==> src/rtl/lifo_arb_pkg.sv <==
// ---------------------------------------------------------------------------
// lifo_arb_pkg
// Shared types and constants for the LIFO arbiter slice.
//   arb_state_e  : arbiter FSM states (ARB = normal arbitration, FLUSH = drain)
//   OP_PUSH/OP_POP : per-client op encoding on op_i
//   client_idx_t : client index wide enough for the largest supported client count
// ---------------------------------------------------------------------------
package lifo_arb_pkg;

   typedef enum logic {
      ARB   = 1'b0,
      FLUSH = 1'b1
   } arb_state_e;

   localparam logic OP_PUSH = 1'b1;
   localparam logic OP_POP  = 1'b0;

   localparam int MAX_CLIENTS = 16;

   typedef logic [$clog2(MAX_CLIENTS)-1:0] client_idx_t;

endpackage : lifo_arb_pkg

==> src/rtl/rr_arbiter.sv <==
// ---------------------------------------------------------------------------
// rr_arbiter
// Combinational round-robin picker: returns the first asserted request found
// searching ptr, ptr+1, ... modulo N.
// Ports:
//   req         in  N  request vector
//   ptr         in  W  search start index (must be < N)
//   grant       out N  one-hot grant (0 when nothing requested)
//   grant_idx   out W  index of the granted request (0 when none)
//   grant_valid out 1  a grant was issued
// ---------------------------------------------------------------------------
module rr_arbiter #(
   parameter int N = 4,
   parameter int W = (N > 1) ? $clog2(N) : 1
) (
   input  logic [N-1:0] req,
   input  logic [W-1:0] ptr,
   output logic [N-1:0] grant,
   output logic [W-1:0] grant_idx,
   output logic         grant_valid
);

   // One spare bit so ptr + offset never overflows before the wrap.
   logic [W:0] cand;
   logic [W-1:0] cand_idx;

   always_comb begin
      grant       = '0;
      grant_idx   = '0;
      grant_valid = 1'b0;
      cand        = '0;
      cand_idx    = '0;
      for (int i = 0; i < N; i++) begin
         cand = {1'b0, ptr} + (W+1)'(i);
         if (cand >= (W+1)'(N)) begin
            cand = cand - (W+1)'(N);
         end
         cand_idx = cand[W-1:0];
         if (!grant_valid && req[cand_idx]) begin
            grant_valid     = 1'b1;
            grant[cand_idx] = 1'b1;
            grant_idx       = cand_idx;
         end
      end
   end

endmodule : rr_arbiter

==> src/rtl/lifo_arbiter.sv <==
// ---------------------------------------------------------------------------
// lifo_arbiter
// Shares one external LIFO between N_CLIENTS requesters. At most one push or
// pop is granted per cycle (round-robin); pushes are gated by full and pops
// by empty. Pop data returns to the owning client one cycle after accept.
// A flush command drains the stack, discarding the data.
// Ports:
//   clk_i, srst_i          clock, synchronous active-high reset
//   req_i/op_i/data_i      per-client request, op (1=push 0=pop), push data
//   ready_o                one-hot accept
//   rd_valid_o/rd_data_o   one-hot pop-return strobe, shared return data
//   flush_i                start drain (sampled in ARB only)
//   flush_busy_o/done_o    draining / one-cycle completion pulse
//   lifo_*                 connection to the LIFO (registered q, flags)
// ---------------------------------------------------------------------------
module lifo_arbiter
   import lifo_arb_pkg::*;
#(
   parameter int DWIDTH    = 16,
   parameter int AWIDTH    = 8,
   parameter int N_CLIENTS = 4
) (
   input  logic                        clk_i,
   input  logic                        srst_i,
   input  logic [N_CLIENTS-1:0]        req_i,
   input  logic [N_CLIENTS-1:0]        op_i,
   input  logic [N_CLIENTS*DWIDTH-1:0] data_i,
   output logic [N_CLIENTS-1:0]        ready_o,
   output logic [N_CLIENTS-1:0]        rd_valid_o,
   output logic [DWIDTH-1:0]           rd_data_o,
   input  logic                        flush_i,
   output logic                        flush_busy_o,
   output logic                        flush_done_o,
   output logic                        lifo_wrreq_o,
   output logic [DWIDTH-1:0]           lifo_data_o,
   output logic                        lifo_rdreq_o,
   input  logic [DWIDTH-1:0]           lifo_q_i,
   input  logic                        lifo_full_i,
   input  logic                        lifo_empty_i
);

   localparam int CWIDTH = $clog2(N_CLIENTS);

   arb_state_e          state_reg, state_next;
   logic [CWIDTH-1:0]   rr_ptr_reg, rr_ptr_next;
   logic                pend_reg, pend_next;
   logic [CWIDTH-1:0]   owner_reg, owner_next;
   logic [DWIDTH-1:0]   rd_hold_reg, rd_hold_next;

   logic [DWIDTH-1:0]    client_data [N_CLIENTS];
   logic [N_CLIENTS-1:0] elig;
   logic [N_CLIENTS-1:0] grant;
   logic [CWIDTH-1:0]    grant_idx;
   logic                 grant_valid;
   logic                 grant_op;
   logic                 arb_active;

   // Arbitration only runs in ARB and never while reset is held, so every
   // output is quiet during reset even before the state register settles.
   assign arb_active = (state_reg == ARB) && !srst_i;

   generate
      for (genvar gi = 0; gi < N_CLIENTS; gi++) begin : g_client
         assign client_data[gi] = data_i[gi*DWIDTH +: DWIDTH];
         assign elig[gi] = arb_active && req_i[gi] &&
                           ((op_i[gi] == OP_PUSH) ? !lifo_full_i : !lifo_empty_i);
         assign rd_valid_o[gi] = pend_reg && !srst_i && (owner_reg == CWIDTH'(gi));
      end
   endgenerate

   rr_arbiter #(
      .N (N_CLIENTS),
      .W (CWIDTH)
   ) u_rr (
      .req         (elig),
      .ptr         (rr_ptr_reg),
      .grant       (grant),
      .grant_idx   (grant_idx),
      .grant_valid (grant_valid)
   );

   assign ready_o  = grant;
   assign grant_op = op_i[grant_idx];

   // The LIFO q is registered, so in the cycle after an accepted pop it
   // already holds the popped word; pass it straight through, then hold it.
   assign rd_data_o = pend_reg ? lifo_q_i : rd_hold_reg;

   always_comb begin
      state_next   = state_reg;
      rr_ptr_next  = rr_ptr_reg;
      pend_next    = 1'b0;
      owner_next   = owner_reg;
      rd_hold_next = pend_reg ? lifo_q_i : rd_hold_reg;
      lifo_wrreq_o = 1'b0;
      lifo_rdreq_o = 1'b0;
      lifo_data_o  = '0;
      flush_busy_o = 1'b0;
      flush_done_o = 1'b0;

      if (!srst_i) begin
         case (state_reg)
            ARB: begin
               if (grant_valid) begin
                  rr_ptr_next = (grant_idx == CWIDTH'(N_CLIENTS - 1)) ?
                                '0 : grant_idx + CWIDTH'(1);
                  if (grant_op == OP_PUSH) begin
                     lifo_wrreq_o = 1'b1;
                     lifo_data_o  = client_data[grant_idx];
                  end else begin
                     lifo_rdreq_o = 1'b1;
                     pend_next    = 1'b1;
                     owner_next   = grant_idx;
                  end
               end
               // A pop granted in this same cycle still gets its return.
               if (flush_i) begin
                  state_next = FLUSH;
               end
            end
            FLUSH: begin
               flush_busy_o = 1'b1;
               // Flags are exact with one op per cycle, so empty here means
               // nothing is left and no earlier pop is still in flight.
               if (!lifo_empty_i) begin
                  lifo_rdreq_o = 1'b1;
               end else begin
                  flush_done_o = 1'b1;
                  state_next   = ARB;
               end
            end
            default: state_next = ARB;
         endcase
      end
   end

   always_ff @(posedge clk_i) begin
      if (srst_i) begin
         state_reg   <= ARB;
         rr_ptr_reg  <= '0;
         pend_reg    <= 1'b0;
         owner_reg   <= '0;
         rd_hold_reg <= '0;
      end else begin
         state_reg   <= state_next;
         rr_ptr_reg  <= rr_ptr_next;
         pend_reg    <= pend_next;
         owner_reg   <= owner_next;
         rd_hold_reg <= rd_hold_next;
      end
   end

endmodule : lifo_arbiter

==> config.mk <==
export PLATFORM = sky130hd
export DESIGN_NAME = lifo_arbiter
export DESIGN_NICKNAME = d
export VERILOG_FILES = /design/src/rtl/lifo_arb_pkg.sv /design/src/rtl/rr_arbiter.sv /design/src/rtl/lifo_arbiter.sv
export SDC_FILE = /design/constraint.sdc
export NUM_CORES = 1
export LEC_CHECK = 0
export ABC_AREA = 1
export ABC_CLOCK_PERIOD_IN_PS = 4400
export CAP_MARGIN = 40
export CORE_UTILIZATION = 36
export CTS_CLUSTER_DIAMETER = 100
export DETAILED_ROUTE_END_ITERATION = 8
export GPL_TIMING_DRIVEN = 0
export PLACE_DENSITY = 0.84
export SETUP_SLACK_MARGIN = 0.3
export SLEW_MARGIN = 20
export SYNTH_ARGS = -nofsm -noshare
export SYNTH_HDL_FRONTEND = slang
export SYNTH_SLANG_ARGS = --single-unit
==> constraint.sdc <==
create_clock -name clk_i -period 4.4 [get_ports clk_i]
set_input_delay 1.32 -clock clk_i [delete_from_list [all_inputs] [get_ports clk_i]]
set_output_delay 1.32 -clock clk_i [all_outputs]
set_load 0.05 [all_outputs]
# Word level (Yosys, flattened, before mapping)
# Index checks and enable logic that the tools add are counted.
classes:
  addsub: 8
  magnitude_cmp: 14
  n_eq_ne: 4
  mux: 63
  bitwise_logic: 6
  n_reduce_logical: 31
op_table:
  columns: ["operator", "count"]
  rows:
  - ["16-bit 2-to-1 mux", 7]
  - ["16-bit binary-select mux with 2-bit select", 1]
  - ["1-bit 2-to-1 mux", 31]
  - ["1-bit logical AND", 21]
  - ["2-bit 2-to-1 mux", 9]
  - ["4-bit 2-to-1 mux", 4]
  - ["2-bit by 3-bit < comparator with 1-bit output, second input constant", 5]
  - ["3-bit >= comparator, second input constant", 4]
  - ["4-bit bitwise OR", 3]
  - ["1-bit binary-select mux with 2-bit select", 5]
  - ["1-bit demux with 2-bit select", 4]
  - ["2-bit by 1-bit >= comparator with 1-bit output, second input constant", 4]
  - ["2-bit by 1-bit subtractor with 2-bit output, second input constant", 4]
  - ["2-bit by 2-bit adder with 3-bit output, second input constant", 2]
  - ["2-bit == test, second input constant", 3]
  - ["1-bit zero test", 6]
  - ["1-bit one-hot mux with 2 select lines", 2]
  - ["2-bit by 1-bit adder with 3-bit output, second input constant", 1]
  - ["2-bit by 3-bit >= comparator with 1-bit output, second input constant", 1]
  - ["2-bit NOT with 3-bit output", 1]
  - ["3-bit AND reduction", 1]
  - ["2-bit by 1-bit adder with 2-bit output, second input constant", 1]
  - ["2-bit by 1-bit == test with 1-bit output, second input constant", 1]
  - ["2-bit zero test", 1]
  - ["other kinds (3)", 4]
totals:
  ff_bits: 22
  inputBits: 93
  out_inout_bits: 44
  word_cells: 131

# Depth between registers and ports, before layout
logic_depth:
  depth_word: 24
  ltp_mapped: 19
  mapped_depth_nobuf: 18

# Cells and area by module
# Synthesis repeated with hierarchy kept, for this count alone.
unflattened:
  cells_unflattened: 350
  area_unflattened_um2: 2072.0
by_module_without_submodules:
  columns: ["module", "instances", "cells_per_inst", "area_each_um2", "seq_area_each_um2"]
  rows:
  - ["lifo_arbiter", 1, 276, 1631.6, 440.4]
  - ["rr_arbiter", 1, 74, 440.4, 0.0]

# Worst setup path after synthesis
# OpenSTA, ideal clock, no wires.
synth_path:
  kind: "input -> output"
  start: "input port lifo_empty_i"
  end: "output port lifo_data_o[0]"
  t_arrival_ns: 3.745
  required_time_ns: 3.080
  slack_ns: -0.665
  stages: 16
  path_buffers: 1
  path_cell_list: "inv_1 nor2_1 nor2_1 nand3_1 nand3_1 nand2_2 nand2_2 nand3_1 nand3_2 buf_6 nand2_1 nand3_1 nand2_2 nor2_4 inv_2 a21oi_1"
synth_between:
  elab_chain_cells: 23
  elab_cells_between_ends: 41
  cone_classes: "mux (29); bitwise (1); reduce/logical (11)"
synth_lines:
  columns: ["item", "line_no", "text"]
  rows:
  - ["start: declaration", "lifo_arbiter.sv:39", "input logic lifo_empty_i"]
  - ["1-bit zero test *", null, null]
  - ["1-bit 2-to-1 mux", "lifo_arbiter.sv:66", "((op_i[gi] == OP_PUSH) ? !lifo_full_i : !lifo_empty_i);"]
  - ["1-bit logical AND", "lifo_arbiter.sv:65", "assign elig[gi] = arb_active && req_i[gi] &&"]
  - ["1-bit binary-select mux with 2-bit select", "rr_arbiter.sv:39", "if (!grant_valid && req[cand_idx]) begin"]
  - ["1-bit 2-to-1 mux (not written as such)", "rr_arbiter.sv:39", null]
  - ["1-bit 2-to-1 mux", "rr_arbiter.sv:39", null]
  - ["1-bit zero test", "rr_arbiter.sv:39", null]
  - ["1-bit logical AND", "rr_arbiter.sv:39", null]
  - ["[... 6 more ...]", null, null]
  - ["2-bit 2-to-1 mux", "rr_arbiter.sv:39", null]
  - ["2-bit NOT with 3-bit output (not written as such)", "lifo_arbiter.sv:109", "lifo_data_o = client_data[grant_idx];"]
  - ["16-bit binary-select mux with 2-bit select", "lifo_arbiter.sv:109", null]
  - ["16-bit 2-to-1 mux (not written as such) (2 in a row)", "lifo_arbiter.sv:109", null]
  - ["16-bit 2-to-1 mux", "lifo_arbiter.sv:107", "if (grant_op == OP_PUSH) begin"]
  - ["16-bit 2-to-1 mux *", "lifo_arbiter.sv:104", "if (grant_valid) begin"]
  - ["16-bit 2-to-1 mux *", "lifo_arbiter.sv:102", "case (state_reg)"]
  - ["16-bit 2-to-1 mux *", "lifo_arbiter.sv:101", "if (!srst_i) begin"]
  - ["end: declaration", "lifo_arbiter.sv:35", "output logic [DWIDTH-1:0] lifo_data_o,"]
# Every way passes the cells marked *; elsewhere a longest branch is shown, timed or not. The select of a mux whose other input is x is not followed.

# Final worst setup path
layout_path:
  start: "register rr_ptr_reg[1]"
  end: "output port lifo_data_o[14]"
layout_between:
  elab_chain_cells: 22
  elab_cells_between_ends: 47
  cone_classes: "add/sub (7); order compare (4); mux (29); bitwise (1); reduce/logical (6)"
layout_lines:
  columns: ["item", "line_no", "text"]
  rows:
  - ["start: declaration", "lifo_arbiter.sv:45", "logic [CWIDTH-1:0] rr_ptr_reg, rr_ptr_next;"]
  - ["start signal: assignment", "lifo_arbiter.sv:146", "rr_ptr_reg <= rr_ptr_next;"]
  - ["branches (longest 19 deep; another with 2-bit by 1-bit adder with 3-bit output)", null, null]
  - ["16-bit 2-to-1 mux *", "lifo_arbiter.sv:104", null]
  - ["16-bit 2-to-1 mux *", "lifo_arbiter.sv:102", null]
  - ["16-bit 2-to-1 mux *", "lifo_arbiter.sv:101", null]
# Every way passes the cells marked *. The select of a mux whose other input is x is not followed.

==> metrics.yaml <==
status: "finished, violations left"
violations: "design-rule violations, negative setup slack"
drv_slew: 0
die-area_um2: 5980
syn_avg_cell_area_um2: 5.84
slowest_stage: "ha_1"
drive_gt1_share_pct: 37.6
antenna_found_initial: 0
routabilityCongestion: 0.848
fin_crit_ps: 4890
syn_nets: 448
syn_area_um2: 2040
drt-pass1-iter-count: 9
place.port_buffers: 136
grt_pass1_vias: 3210
drt_wl_total_um: 11300
start_util_pct: 37.1
ys_seq_area_share_pct: 21.5
cts_tree: "built"
fin_ws_ps: -485
syn_inst: 350
path_clk_slew_ps: 90
grt_util_all_layers_pct: 29.3
largest_reg_flops: 16
wl_per_cell_um: 18.8
cts-root-buf: "clkbuf_8"
grt_start_max_net_pins: 14
ys_types: 27
critPathArrivalTime_ps: 3570
numCtsBuffers: 3
clock_sinks: 22
cts_buffer_depth: 2
required_ps: 3080
synth_area_leaders: "dfxtp_1 22%, nand2_1 16%, nor2_1 8.6%"
fp.dieH_um: 77.4
post_dp_cell_area_um2: 3710
cpPeakStageDelay_ps: 590
yosysTopAreaCellShare_pct: 21.5
h-tree-depth: 1
dp_hpwl_um: 5670
ant_nets: 0
layout_common_cells: "88 x clkdlybuf4s50_1, 58 x nand2_1, 37 x buf_6, 37 x nor2_1, 27 x buf_4"
setup_viol: 18
relSlewSlack_pct: 60.9
hold_violations: 0
yosys.area.top_type: "dfxtp_1"
vias: 3458
drt_iter0_markers: 343
cap_violations: 0
nets: 626
layout_commonest_cell: "clkdlybuf4s50_1"
diodes: 0
viasPerCell: 5.77
drc: 4
fp.dieW_um: 77.4
timing.rr.start: "rr_ptr_reg[1]$_SDFFE_PP0P_"
max_clock_freq_mhz: 205
core_um2: 5510
yosysWarningCount: 0
design_area_um2: 4720
nFillCells: 316
insertion_delay_ps: 270
cts_hold_buf: 0
num_rows: 27
synth-seq-cells: 22
grt_overflow: 0
clock_skew_ps: 7.27
syn2layout_area_growth_pct: 131
path_max_fanout: 7
cp-start-kind: "register"
end_kind: "output pin"
grt_first_pass_wirelength_um: 14200
hold_class: "reg -> reg"
crit_path_start: "rr_ptr_reg[1]$_SDFFE_PP0P_"
worst_slew_pin_slew_ps: 586
boundaryPins: 137
path_class: "reg -> out"
fin_crit_sh_pct: 111
rsz0062_at_grt: "yes"
crit_chain: "inv_1 -> ha_1 -> inv_1 -> nand3_2 -> nand2_2 -> nand3_4 -> nand2_4 -> nand2_4 -> buf_4 -> nand4_1 -> nand3_2 -> nand2_2 -> nor2_4 -> clkinv_4 -> buf_12 -> a21oi_4 -> buf_6"
min_from: "rd_hold_reg[6]$_SDFF_PP0_"
[final timing paths]
path,endpoint,cells after the start,slack [ps]
worst max-delay path,lifo_data_o[14],17,-490
worst max register to register,rr_ptr_reg[1]$_SDFFE_PP0P_,16,870
worst min register to register,rd_hold_reg[6]$_SDFF_PP0_,2,480
worst min-delay path,rd_hold_reg[6]$_SDFF_PP0_,2,480
[metal layers]
metal / GRT usage [%] / share of wire, % / vias to the layer above / wire (um)
li1: - / - / 1516 / -
met1: 30.1 / 34 / 1599 / 3790
met4: 13.2 / 6.2 / 0 / 705
met5: 0 / 0 / - / 0
met3: 5.06 / 8.4 / 73 / 946
met2: 57.1 / 52 / 270 / 5850
[timing repair]
item                                    CTS  global route
pin swaps                                47            35
cloned                                    1             1
buffers inserted                         28             7
endpoints found under the setup margin   28            37
gates resized for setup                 286           105
[critical path, delay by kind of cell (launching register included)]
kind,cells,cell delay (ps)
fa+ha+maj,1,590
compound gates,1,130
flops,1,550
simple gates,9,990
buf+inv,6,1030
[logic make-up after synthesis]
family	after synthesis	synth area share, %
adder cells (fa/ha/maj)	5	3.06
buffers and inverters	50	10.5
flip-flops	22	21.5
AND/OR/NAND/NOR	177	37.1
AO/OA/AOI/OAI	96	27.8
[layout make-up]
cell class / count / area [um^2] / area share, %
Clock buffer: 3 / 41.3 / 0.875
Clock inverter: 1 / 30.0 / 0.636
Buffer: 16 / 141 / 2.99
Sequential cell: 22 / 442 / 9.36
Inverter: 34 / 160 / 3.39
Timing Repair Buffer: 173 / 1800 / 38.0
Multi-Input combinational cell: 278 / 2020 / 42.8
Tap cell: 72 / 90.1 / 1.91
[metrics by stage]
step	setup slack [ps]	utilization, %	hold WS, ps	TNS (ps)	instances
after floorplan	-338	-	448	-5300	350
after global placement	-1670	67.3	457	-29640	558
after detailed placement	-1690	67.3	462	-30460	558
after CTS	-273	78.0	473	-4150	591
after global routing	-661	85.7	510	-11080	599
final	-485	85.7	476	-8060	599
[cell usage after synthesis]
cell type,count
inv_2,5
nor2_4,1
buf_4,1
o21a_1,16
nand3b_1,1
buf_2,6
nor2_1,47
nor3_1,5
nand2_1,85
inv_1,29
o22ai_1,2
o21ai_0,33
nor2_2,2
dfxtp_1,22
o21ai_1,5
nand4_1,4
o21ai_2,1
a21oi_2,10
nand2_2,5
nand3_1,24
clkbuf_1,7
buf_6,2
a31oi_1,1
nand3_2,3
a221oi_1,1
a21oi_1,27
ha_1,5
Power is not shown: default switching activity piles up to over one toggle a cycle in this logic, so the estimate is an artifact.
